`config.mk`:
```
export PLATFORM = sky130hd
export DESIGN_NAME = regfile_wb_arbiter
export DESIGN_NICKNAME = d
export VERILOG_FILES = /design/src/rtl/regwb_pkg.sv /design/src/rtl/rr_arbiter.sv /design/src/rtl/regfile_wb_arbiter.sv
export SDC_FILE = /design/constraint.sdc
export NUM_CORES = 1
export LEC_CHECK = 0
export ABC_AREA = 1
export CORE_MARGIN = 2
export CORE_UTILIZATION = 31
export DETAILED_ROUTE_END_ITERATION = 8
export PLACE_DENSITY = 0.79
export SLEW_MARGIN = 20
export SYNTH_ARGS = -nofsm -noshare
export SYNTH_HDL_FRONTEND = slang
export SYNTH_HIERARCHICAL = 1
export SYNTH_SLANG_ARGS = --single-unit
export TNS_END_PERCENT = 10
```
`constraint.sdc`:
```
create_clock -name clk -period 2.65 [get_ports clk]
set_input_delay 0.265 -clock clk [delete_from_list [all_inputs] [get_ports clk]]
set_output_delay 0.265 -clock clk [all_outputs]
set_load 0.005 [all_outputs]
```
`src/rtl/regwb_pkg.sv`:
```
// rtl/regwb_pkg.sv - shared constants and helpers for the register-file writeback arbiter
package regwb_pkg;

  localparam int DATA_WIDTH_DEF = 32;
  localparam int ADDR_WIDTH_DEF = 5;

  localparam logic [4:0] REG_ZERO = 5'd0;
  localparam logic [4:0] REG_RA   = 5'd31;

  // Width of an index that can name n items; never less than one bit.
  function automatic int clog2(input int n);
    int w;
    w = 1;
    while ((1 << w) < n) begin
      w = w + 1;
    end
    return w;
  endfunction

endpackage

```
`src/rtl/rr_arbiter.sv`:
```
// rtl/rr_arbiter.sv - combinational round-robin pick starting at a caller-held pointer
module rr_arbiter
  import regwb_pkg::*;
#(
  parameter int N  = 3,
  parameter int IW = clog2(N)
) (
  input  logic [N-1:0]  req,
  input  logic [IW-1:0] ptr,
  output logic [N-1:0]  grant,
  output logic [IW-1:0] grant_idx,
  output logic          any_grant
);

  // Scan from ptr upward modulo N and take the first requester found.
  always_comb begin
    logic [N-1:0] req_rot;
    int           idx;
    grant     = '0;
    grant_idx = '0;
    any_grant = 1'b0;
    req_rot   = '0;
    idx       = 0;
    for (int k = 0; k < N; k++) begin
      idx     = (int'(ptr) + k) % N;
      req_rot = req >> idx;
      if (!any_grant && req_rot[0]) begin
        any_grant = 1'b1;
        grant     = {{(N-1){1'b0}}, 1'b1} << idx;
        grant_idx = IW'(idx);
      end
    end
  end

endmodule

```
`src/rtl/regfile_wb_arbiter.sv`:
```
// rtl/regfile_wb_arbiter.sv - round-robin share of the regmem write port; optional forwarding under REGWB_FWD_EN
module regfile_wb_arbiter
  import regwb_pkg::*;
#(
  parameter  int NUM_REQ    = 3,
  parameter  int DATA_WIDTH = DATA_WIDTH_DEF,
  parameter  int ADDR_WIDTH = ADDR_WIDTH_DEF,
  localparam int IW         = clog2(NUM_REQ)
) (
  input  logic                          clk,
  input  logic                          reset,
  input  logic [NUM_REQ-1:0]            req_valid,
  output logic [NUM_REQ-1:0]            req_ready,
  input  logic [NUM_REQ*ADDR_WIDTH-1:0] req_addr,
  input  logic [NUM_REQ*DATA_WIDTH-1:0] req_data,
  input  logic                          wb_hold,
  output logic                          wr_en,
  output logic [ADDR_WIDTH-1:0]         wr_addr,
  output logic [DATA_WIDTH-1:0]         wr_data,
  output logic [IW-1:0]                 grant_id,
  input  logic [ADDR_WIDTH-1:0]         rd_addr1,
  input  logic [ADDR_WIDTH-1:0]         rd_addr2,
  output logic                          fwd_hit1,
  output logic                          fwd_hit2,
  output logic [DATA_WIDTH-1:0]         fwd_data1,
  output logic [DATA_WIDTH-1:0]         fwd_data2
);

  logic [IW-1:0]         ptr_q, ptr_d;
  logic                  wr_en_q, wr_en_d;
  logic [ADDR_WIDTH-1:0] wr_addr_q, wr_addr_d;
  logic [DATA_WIDTH-1:0] wr_data_q, wr_data_d;
  logic [IW-1:0]         grant_id_q, grant_id_d;

  logic [NUM_REQ-1:0]    gnt;
  logic [IW-1:0]         gnt_idx;
  logic                  any_gnt;
  logic                  transfer;
  logic [ADDR_WIDTH-1:0] sel_addr;
  logic [DATA_WIDTH-1:0] sel_data;

  rr_arbiter #(
    .N  (NUM_REQ),
    .IW (IW)
  ) u_rr (
    .req       (req_valid),
    .ptr       (ptr_q),
    .grant     (gnt),
    .grant_idx (gnt_idx),
    .any_grant (any_gnt)
  );

  // Hold and reset both mask the grant; a masked grant is not a transfer.
  always_comb begin
    req_ready = (reset || wb_hold) ? '0 : gnt;
    transfer  = any_gnt && !reset && !wb_hold;
    sel_addr  = ADDR_WIDTH'(req_addr >> (int'(gnt_idx) * ADDR_WIDTH));
    sel_data  = DATA_WIDTH'(req_data >> (int'(gnt_idx) * DATA_WIDTH));
  end

  // Next state: capture the winner; $0 targets are consumed without a write strobe.
  always_comb begin
    ptr_d      = ptr_q;
    wr_en_d    = 1'b0;
    wr_addr_d  = wr_addr_q;
    wr_data_d  = wr_data_q;
    grant_id_d = grant_id_q;
    if (transfer) begin
      wr_en_d    = (sel_addr != ADDR_WIDTH'(REG_ZERO));
      wr_addr_d  = sel_addr;
      wr_data_d  = sel_data;
      grant_id_d = gnt_idx;
      ptr_d      = (int'(gnt_idx) == NUM_REQ - 1) ? '0 : gnt_idx + 1'b1;
    end
  end

  // Registered output stage and round-robin pointer.
  always_ff @(posedge clk) begin
    if (reset) begin
      ptr_q      <= '0;
      wr_en_q    <= 1'b0;
      wr_addr_q  <= '0;
      wr_data_q  <= '0;
      grant_id_q <= '0;
    end else begin
      ptr_q      <= ptr_d;
      wr_en_q    <= wr_en_d;
      wr_addr_q  <= wr_addr_d;
      wr_data_q  <= wr_data_d;
      grant_id_q <= grant_id_d;
    end
  end

  assign wr_en    = wr_en_q;
  assign wr_addr  = wr_addr_q;
  assign wr_data  = wr_data_q;
  assign grant_id = grant_id_q;

`ifdef REGWB_FWD_EN
  // Bypass the write sitting on the port before regmem has committed it.
  always_comb begin
    fwd_hit1  = wr_en_q && (wr_addr_q == rd_addr1) && (rd_addr1 != '0);
    fwd_hit2  = wr_en_q && (wr_addr_q == rd_addr2) && (rd_addr2 != '0);
    fwd_data1 = fwd_hit1 ? wr_data_q : '0;
    fwd_data2 = fwd_hit2 ? wr_data_q : '0;
  end
`else
  logic unused_rd;
  assign unused_rd = ^{rd_addr1, rd_addr2};

  // Forwarding disabled: outputs tied off, interface unchanged.
  always_comb begin
    fwd_hit1  = 1'b0;
    fwd_hit2  = 1'b0;
    fwd_data1 = '0;
    fwd_data2 = '0;
  end
`endif

endmodule

```
* Yosys cells after proc, flatten, opt, wreduce, memory -nomap -nowiden
Cells that the tools add are included. W data, S select, Z words.
Storage, ports and cells: bits in registers 42, latch bits 0, bits in writable memories 0, ROM bits 0, logic and storage cells 44, memories kept 0
Operators by class: add/sub/neg operators 3, multipliers 1, div/mod/pow operators 3, order comparisons 0, equality and inequality tests 1, shift operators 8, multiplexer cells 11, bitwise gates (word level) 1, reductions and logical operators 11
Operators by type and width (number):
- $shl A1 B32 Y3 const A | 3
- $shr A3 B32 Y1 | 3
- $shr A96 B7 Y32 | 1
- $mod A32 B3 Y32 const B | 2
- $mod A3 B3 Y32 const B | 1
- $shr A15 B5 Y5 | 1
- $mux W3 | 4
- $mux W2 | 4
- $mul A2 B3 Y5 const B | 1
- $reduce_bool A5 Y1 | 1
- $logic_and A1 B1 Y1 | 4
- $logic_not A1 Y1 | 4
- $add A2 B1 Y3 const B | 1
- $add A2 B2 Y3 const B | 1
- $mux W1 | 3
- $add A2 B1 Y2 const B | 1
- $eq A2 B2 Y1 const B | 1
- $reduce_or A2 Y1 | 1
- $logic_or A1 B1 Y1 | 1
- $not A1 Y1 | 1

* Longest topological paths before layout
Gate-level depths: netlist (run 1).
word-level depth 13, gate-level depth with buffers 22, mapped depth without buffers 21

* Modules after synthesis
Netlist (run 1), hierarchy kept.
Modules (own cells, without submodules):
- regfile_wb_arbiter | instances 1, cells each 385, area each 2597.5 um2, sequential area each 840.8 um2
- rr_arbiter | instances 1, cells each 73, area each 401.6 um2, sequential area each 0.0 um2

* Least setup slack after synthesis (run 1)
Ideal clock, no wire load.
path type register -> register, from reg ptr_q[0], to reg wr_data_q[0] (netlist: wr_data[0]), setup time 74 ps, arrival 2611 ps, required time 2576 ps, slack -35 ps, stages on the path, launching flop included 19, clock period less this slack 2685 ps, cells stage by stage dfxtp_1 inv_1 ha_1 inv_1 nand3_1 ha_1 nor2_1 nand3_1 nand2_1 nand2_1 nand4_1 nand2_1 buf_4 inv_2 nand2_2 inv_2 buf_2 nand2_1 a31oi_1
Between the ends: elaborated cells on any way between the ends 21, classes of those cells add/sub (2); div (3); shift (4); mux (6); reduce/logical (6)
RTL lines:
- start: declaration | line regfile_wb_arbiter.sv:29 | logic [IW-1:0] ptr_q, ptr_d;
- start signal: assignment | line regfile_wb_arbiter.sv:86 | ptr_q <= ptr_d;
- branches (longest 8 deep; another with $mod A32 B3 Y32)
- $mux W2 (*) | line rr_arbiter.sv:27 | if (!any_grant && req_rot[0]) begin
- net gnt_idx[0] | line regfile_wb_arbiter.sv:36 | logic [IW-1:0] gnt_idx;
- $shr A96 B7 Y32 (*) | line regfile_wb_arbiter.sv:58 | sel_data = DATA_WIDTH'(req_data >> (int'(gnt_idx) * DATA_WIDTH));
- end signal: assignment | line regfile_wb_arbiter.sv:89 | wr_data_q <= wr_data_d;
- end: declaration | line regfile_wb_arbiter.sv:32 | logic [DATA_WIDTH-1:0] wr_data_q, wr_data_d;
Mark *: on every way through the listed nets, which the timed path passes. A chain may end at the register's enable or synchronous reset.

* Worst setup path after layout (run 1)
from reg ptr_q[1], to reg wr_data_q[11] (netlist: wr_data[11])
Between the ends: longest elaborated chain between the ends 11, elaborated cells on any way between the ends 21, classes of those cells add/sub (2); div (3); shift (4); mux (6); reduce/logical (6)
RTL lines:
- branches (longest 11 deep; another with $mod A32 B3 Y32)
Parallel ways; which one is timed is not known.

==> results of run 1 <==
synth_stat cells:
cell type / instances
nor2_2: 2
nand2_1: 120
buf_2: 10
clkbuf_1: 6
inv_2: 4
a21oi_1: 60
nand3_2: 1
nand2_2: 3
buf_1: 1
nor2_4: 2
nand3b_1: 1
inv_1: 33
dfxtp_1: 42
ha_1: 10
o21ai_0: 8
a22oi_1: 1
buf_4: 68
o21ai_1: 5
nor3_1: 1
conb_1: 1
buf_6: 2
a31oi_1: 24
nor2_1: 30
nand3_1: 20
nand4_1: 3
power by group through the flow:
stage,Sequential (mW),Clock [mW],Combinational [mW]
after CTS,0.819,0.539,1.58
after global placement,0.822,0,1.38
after floorplan,0.834,0,0.695
after detailed placement,0.831,0,1.39
final,0.821,0.522,1.66
after global routing,0.836,0.571,1.81
logic make-up after synthesis:
| group | share of synthesized area, % |
|---|---|
| adder cells (fa/ha/maj) | 4.172 |
| buffers and inverters | 24.95 |
| AO/OA/AOI/OAI | 17.44 |
| flip-flops | 28.04 |
| other | 0.1250 |
| AND/OR/NAND/NOR | 25.28 |
worst max-delay path: cells and delay by family (launching register included):
family,cells,cell delay [ns]
AOI/OAI and AO/OA,2,0.19
adders and majority gates,2,0.47
buffers and inverters,7,0.67
DFF,1,0.42
and+or+nand+nor,9,0.80
cell type report:
type                            count  area, µm²
Timing Repair Buffer              205       2074
Fill cell                         867       4128
Tap cell                          129      161.4
Inverter                           37      158.9
Clock inverter                      1      30.03
Sequential cell                    42      848.3
Clock buffer                        6      82.58
Multi-Input combinational cell    357       1844
through the flow:
stage / util [%] / hold WS, ns / setup TNS (ns) / instances
after floorplan: - / 0.3341 / -0.7667 / 523
after global placement: 50.38 / 0.4663 / -2.062 / 757
after detailed placement: 50.38 / 0.4844 / -4.360 / 757
after CTS: 54.22 / 0.5008 / -0.01521 / 775
after global routing: 55.75 / 0.5275 / -2.224 / 777
final: 55.75 / 0.4986 / 0 / 777
worst paths after layout:
path / slack, ns / to / depth (start not counted)
max: 0.05 / wr_data[11]$_SDFFE_PP0P_ / 20
min: 0.50 / wr_addr[2]$_SDFFE_PP0P_ / 2
max reg2reg: 0.05 / wr_data[11]$_SDFFE_PP0P_ / 20
min reg2reg: 0.50 / wr_addr[2]$_SDFFE_PP0P_ / 2
state kept, by name (all words and copies together), names as in the netlist:
| register | flops |
|---|---|
| grant_id | 2 |
| ptr_q | 2 |
| wr_addr | 5 |
| wr_data | 32 |
| wr_en | 1 |
cell usage in the layout, fill, tap and decap left out, types with 4 or more instances in the layout:
master / n
inv_4: 6
nand2_2: 9
clkdlybuf4s50_1: 156
buf_6: 6
o21ai_1: 6
nor2_4: 4
buf_12: 7
clkbuf_8: 6
nor2_2: 5
a21oi_1: 56
inv_1: 27
dfxtp_1: 40
o21ai_0: 6
nor2_1: 25
nand3_1: 18
conb_1: 66
a31oi_1: 24
buf_4: 30
ha_4: 6
a21oi_2: 4
nand2_1: 111
layer usage:
layer	wire length [µm]	up-vias
li1	-	1725
met1	3944	1634
met2	5713	156
met3	713	16
met4	177	0
met5	0	-
repair_timing:
item / in CTS / in global routing
resized for setup: 44 / 37
buffers inserted: 10 / 3
pin swaps: 15 / 33
endpoints found under the setup margin: 40 / 43
gates cloned: 2 / 0
==> flow_metrics.py, run 1 <==
metrics = {
    "power": {
        "power.density_nw_per_um2": 577.7,
        "power.share.clock_pct": 17.4,
        "power_mw": 3.004,
        "netSwitchingFraction_pct": 35.61,
        "pwr-share-seq_pct": 27.3,
        "irDropWorstVdd_uv": 247.4,
        "p_int_mw": 1.934,
        "switchingPower_mw": 1.070,
        "combPwrFrac_pct": 55.3,
        "leakage_nw": 2.324,
    },
    "grt": {
        "grt_pass1_vias": 3268,
        "grt_use_met1_pct": 20.85,
        "grt_overflow_total": 0,
        "grt_use_met2_pct": 34.77,
        "grt.total_usage_pct": 18.72,
        "grt_start_max_net_pins": 29,
        "gr-max-usage-layer": "met2",
        "grtUsageMet3_pct": 4.446,
        "grt_pass1_wl_um": 15390,
        "antenna_found_initial": 0,
    },
    "logic_synthesis": {
        "synth_top_area_share_pct": 28.04,
        "synth_area_um2": 2999,
        "seq_area_frac_synth_pct": 28.04,
        "synthTopCellsByArea": "dfxtp_1 28%, buf_4 17%, nand2_1 15%, a21oi_1 10%, a31oi_1 5.0%",
        "yosysTopAreaCell": "dfxtp_1",
        "yosys_warnings": 6,
        "yosys_register_bits": 42,
        "yosysUniqueCellTypes": 25,
        "synthCells": 458,
        "avgSynthCellArea_um2": 6.548,
    },
    "final_layout": {
        "diodes": 0,
        "fin_area_um2": 5200,
        "layout.nets": 785,
        "syn_to_final_growth_pct": 73.38,
        "drive_above_1_share_pct": 15.74,
    },
    "timing": {
        "layout_setup_ws_ns": 0.04861,
        "clock_skew_ns": 0.003131,
        "rsz0062_at_grt": "yes",
        "min_period_ns": 2.601,
        "drv_slew": 0,
        "fin_crit_sh_pct": 98.17,
        "setup_violations": 0,
        "fmax_ghz": 0.3844,
        "hold_viol": 0,
    },
    "die": {
        "fp.dieW_um": 102.4,
        "fp.dieArea_um2": 10480,
        "core-area_um2": 9328,
        "dieHeight_um": 102.4,
        "start_util_pct": 32.15,
        "ios": 236,
        "rows": 35,
    },
    "critical_path": {
        "crit_path_start_kind": "flip-flop",
        "crit_fanout": 6,
        "endpoint_kind": "flip-flop",
        "crit_slowest_cell": "dfxtp_4",
        "critPathArrivalTime_ns": 2.84,
        "cpPeakStageDelay_ns": 0.42,
        "worstPathRequired_ns": 2.89,
        "r2r_start": "ptr_q[1]$_SDFFE_PP0P_",
        "critPathKind": "reg2reg",
        "crit_chain": "inv_4, ha_4, inv_4, nand3_4, ha_4, nor2_4, nand3_2, nand2_4, nand2_4, nand4_1, nand2_2, buf_6, buf_6, nor2_4, buf_12, buf_12, nand2_2, a21oi_2, o21ai_1, inv_1",
        "crit_start": "ptr_q[1]$_SDFFE_PP0P_",
    },
    "clock_tree": {
        "clockBufferDepth": 2,
        "clk_pin_slew_ns": 0.08,
        "cts_hold_buf": 0,
        "clkSinkCount": 42,
        "root_buffer": "clkbuf_8",
        "ctsHtreeMaxLevel": 2,
        "cts_tree": "built",
        "clk_latency_ns": 0.29,
        "cts_made_buffers": 5,
    },
    "placed_design": {
        "dpl.hpwl_um": 7789,
        "place_congestion": 0.8959,
        "pre_cts_ws_ns": -0.1727,
        "portBuffers": 159,
        "placed_area_um2": 4700,
    },
    "detailed_routing": {
        "initialDrtViolationCount": 102,
        "drc": 0,
        "wl_per_cell_um": 13.58,
        "vias": 3531,
        "viasPerCell": 4.544,
        "antenna_left": 0,
        "first_pass_iters": 4,
        "wl_um": 10550,
    },
    "hold_path": {
        "hold_class": "reg2reg",
        "hp-start": "wr_addr[2]$_SDFFE_PP0P_",
    },
    "outcome": {
        "outcome": "finished, final reports clean",
    },
    "job": {
        "maxCapViolations": 0,
    },
}
No activity file was read; power rests on OpenSTA's default activity.
==> run 2: changes to the inputs <==
Settings changed: CTS_CLUSTER_DIAMETER set to 150.
==> results of run 2 <==
No change in the layout: final DEF, timing and power equal those of run 1.
==> run 3: changes to the inputs <==
Settings changed: PLACE_DENSITY 0.79 to 0.76.
==> run 3 against run 2 <==
The run now ends with setup timing left. Non-clock buffer count shrank 10. Utilization shrank 1.3 points. Flip-flop and latch count is the same. Critical path type unchanged. Highest routed layer unchanged.
==> flow_metrics.py, run 3 (synthesized netlist as in run 1, its figures left out) <==
metrics = {
    "final_layout": {
        "fin_cells": 768,
        "fin_area_um2": 5080,
        "fin_util_pct": 54.46,
        "drive_above_1_share_pct": 13.30,
        "layout.nets": 775,
        "diodes": 0,
        "multi_input_area_um2": 1787,
        "syn_to_final_growth_pct": 69.38,
        "n_fill_cell": 877,
        "mostFrequentLayoutCells": "156 x clkdlybuf4s50_1, 113 x nand2_1, 66 x conb_1",
        "layout_commonest_cell": "clkdlybuf4s50_1",
        "largest_reg_flops": 32,
        "ff_latch_area_um2": 848.3,
    },
    "power": {
        "combPwrFrac_pct": 54.8,
        "power.share.clock_pct": 17.2,
        "pwr-share-seq_pct": 28.0,
        "irDropWorstVdd_uv": 246.0,
        "switchingPower_mw": 1.034,
        "leakage_nw": 2.256,
        "netSwitchingFraction_pct": 35.39,
        "p_int_mw": 1.888,
        "power.density_nw_per_um2": 575.3,
    },
    "placed_design": {
        "dp.cells": 749,
        "place_congestion": 0.8233,
        "dpl.hpwl_um": 7431,
        "portBuffers": 159,
        "placed_area_um2": 4652,
    },
    "timing": {
        "min_period_ns": 2.684,
        "fmax_ghz": 0.3726,
        "rsz0062_at_grt": "yes",
        "clock_skew_ns": 0.01118,
        "setup_violations": 4,
        "fin_crit_sh_pct": 101.3,
        "hold_viol": 0,
        "fin_hold_ws_ns": 0.4927,
        "layout_setup_ws_ns": -0.03353,
        "drv_slew": 0,
    },
    "grt": {
        "grt_pass1_vias": 3199,
        "grt_start_max_net_pins": 41,
        "grt_overflow_total": 0,
        "grt.total_usage_pct": 17.44,
        "antenna_found_initial": 0,
        "grt_pass1_wl_um": 14390,
    },
    "die": {
        "rows": 35,
        "dieHeight_um": 102.4,
        "ios": 236,
        "core-area_um2": 9328,
        "fp.dieArea_um2": 10480,
        "start_util_pct": 32.15,
        "fp.dieW_um": 102.4,
    },
    "detailed_routing": {
        "first_pass_iters": 4,
        "wl_per_cell_um": 12.87,
        "drc": 0,
        "viasPerCell": 4.495,
        "initialDrtViolationCount": 104,
        "wl_um": 9884,
        "vias": 3452,
        "antenna_left": 0,
    },
    "clock_tree": {
        "clk_pin_slew_ns": 0.09,
        "cts_tree": "built",
        "clk_latency_ns": 0.30,
        "cts_made_buffers": 5,
        "root_buffer": "clkbuf_8",
        "cts_hold_buf": 0,
        "clockBufferDepth": 2,
        "clkSinkCount": 42,
        "ctsHtreeMaxLevel": 2,
    },
    "critical_path": {
        "r2r_start": "ptr_q[0]$_SDFFE_PP0P_",
        "regToRegEndpoint": "wr_data[5]$_SDFFE_PP0P_",
        "r2r_slack_ns": -0.03,
        "crit_slowest_cell": "dfxtp_4",
        "crit_fanout": 6,
        "critPathArrivalTime_ns": 2.92,
        "worstPathRequired_ns": 2.89,
        "endpoint_kind": "flip-flop",
        "crit_start": "ptr_q[0]$_SDFFE_PP0P_",
        "crit_path_start_kind": "flip-flop",
        "crit_chain": "inv_4, ha_4, inv_4, ha_4, inv_2, ha_4, nor2_1, nand3_1, nand2_2, nand3_4, nor2_4, nor2_2, nand2_2, inv_4, nor2_4, buf_12, buf_8, nand2_1, a21oi_1, o21ai_1, inv_1",
        "cpPeakStageDelay_ns": 0.38,
        "endpoint": "wr_data[5]$_SDFFE_PP0P_",
        "critPathKind": "reg2reg",
        "ff2ff_path_depth": 21,
    },
    "hold_path": {
        "hold_class": "reg2reg",
    },
    "job": {
        "maxCapViolations": 0,
    },
    "outcome": {
        "outcome": "finished, violations left",
        "violations": "setup timing",
    },
}
==> run 3: worst max-delay path, delay by kind of cell, from the launching register on <==
kind / cells / cell delay [ns]
DFF: 1 / 0.38
and+or+nand+nor: 9 / 0.96
adders and majority gates: 3 / 0.51
AOI/OAI and AO/OA: 2 / 0.20
buffers and inverters: 7 / 0.55
==> run 3: power by group through the flow <==
stage / Clock, mW / Sequential, mW / Combinational, mW
floorplan: 0 / 0.834 / 0.695
global placement: 0 / 0.824 / 1.32
detailed placement: 0 / 0.828 / 1.35
CTS: 0.510 / 0.816 / 1.43
global route: 0.546 / 0.832 / 1.74
finish: 0.503 / 0.817 / 1.60
==> run 3: layer usage <==
| metal | routed length (µm) | global-route usage, % | up-vias |
|---|---|---|---|
| met1 | 3487 | 17.57 | 1556 |
| met2 | 5287 | 33.55 | 168 |
| li1 | - | - | 1708 |
| met5 | 0 | 0 | - |
| met4 | 227 | 6.256 | 0 |
| met3 | 882 | 5.404 | 20 |
==> run 3: final cells by class <==
cell class / instances / area share, %
Multi-Input combinational cell: 357 / 35.17
Sequential cell: 42 / 16.70
Clock inverter: 1 / 0.5911
Timing Repair Buffer: 195 / 39.88
Clock buffer: 7 / 1.502
Inverter: 37 / 2.980
Tap cell: 129 / 3.177
==> run 3: how the worst min path moves through the flow <==
stage	from	endpoint	slack, ns	cells past startpoint
detailed placement	wr_addr[2]$_SDFFE_PP0P_	wr_addr[2]$_SDFFE_PP0P_	0.48	2
floorplan	reset	ptr_q[0]$_SDFFE_PP0P_	0.33	1
global route	wr_data[10]$_SDFFE_PP0P_	wr_data[10]$_SDFFE_PP0P_	0.53	2
finish	wr_addr[2]$_SDFFE_PP0P_	wr_addr[2]$_SDFFE_PP0P_	0.49	2
global placement	wr_addr[3]$_SDFFE_PP0P_	wr_addr[3]$_SDFFE_PP0P_	0.47	2
CTS	ptr_q[0]$_SDFFE_PP0P_	ptr_q[0]$_SDFFE_PP0P_	0.49	2
==> run 3: per-stage QoR <==
step            TNS [ns]  setup slack (ns)  power, mW
6_report        -0.06658          -0.03353      2.922
5_1_grt           -2.963           -0.1698      3.117
4_1_cts        -0.001774         -0.001774      2.754
3_5_place_dp      -4.338           -0.1835      2.173
3_3_place_gp     -0.3412          -0.06569      2.144
2_1_floorplan    -0.7667          -0.03513      1.529
==> run 3: what timing repair did <==
action                                 in CTS  in global routing
setup endpoints to repair                  40                 42
endpoints found under the hold margin       0                  0
cloned                                      1                  1
resized for setup                          30                 30
buffers inserted                            2                  7
pin swaps                                   7                 19
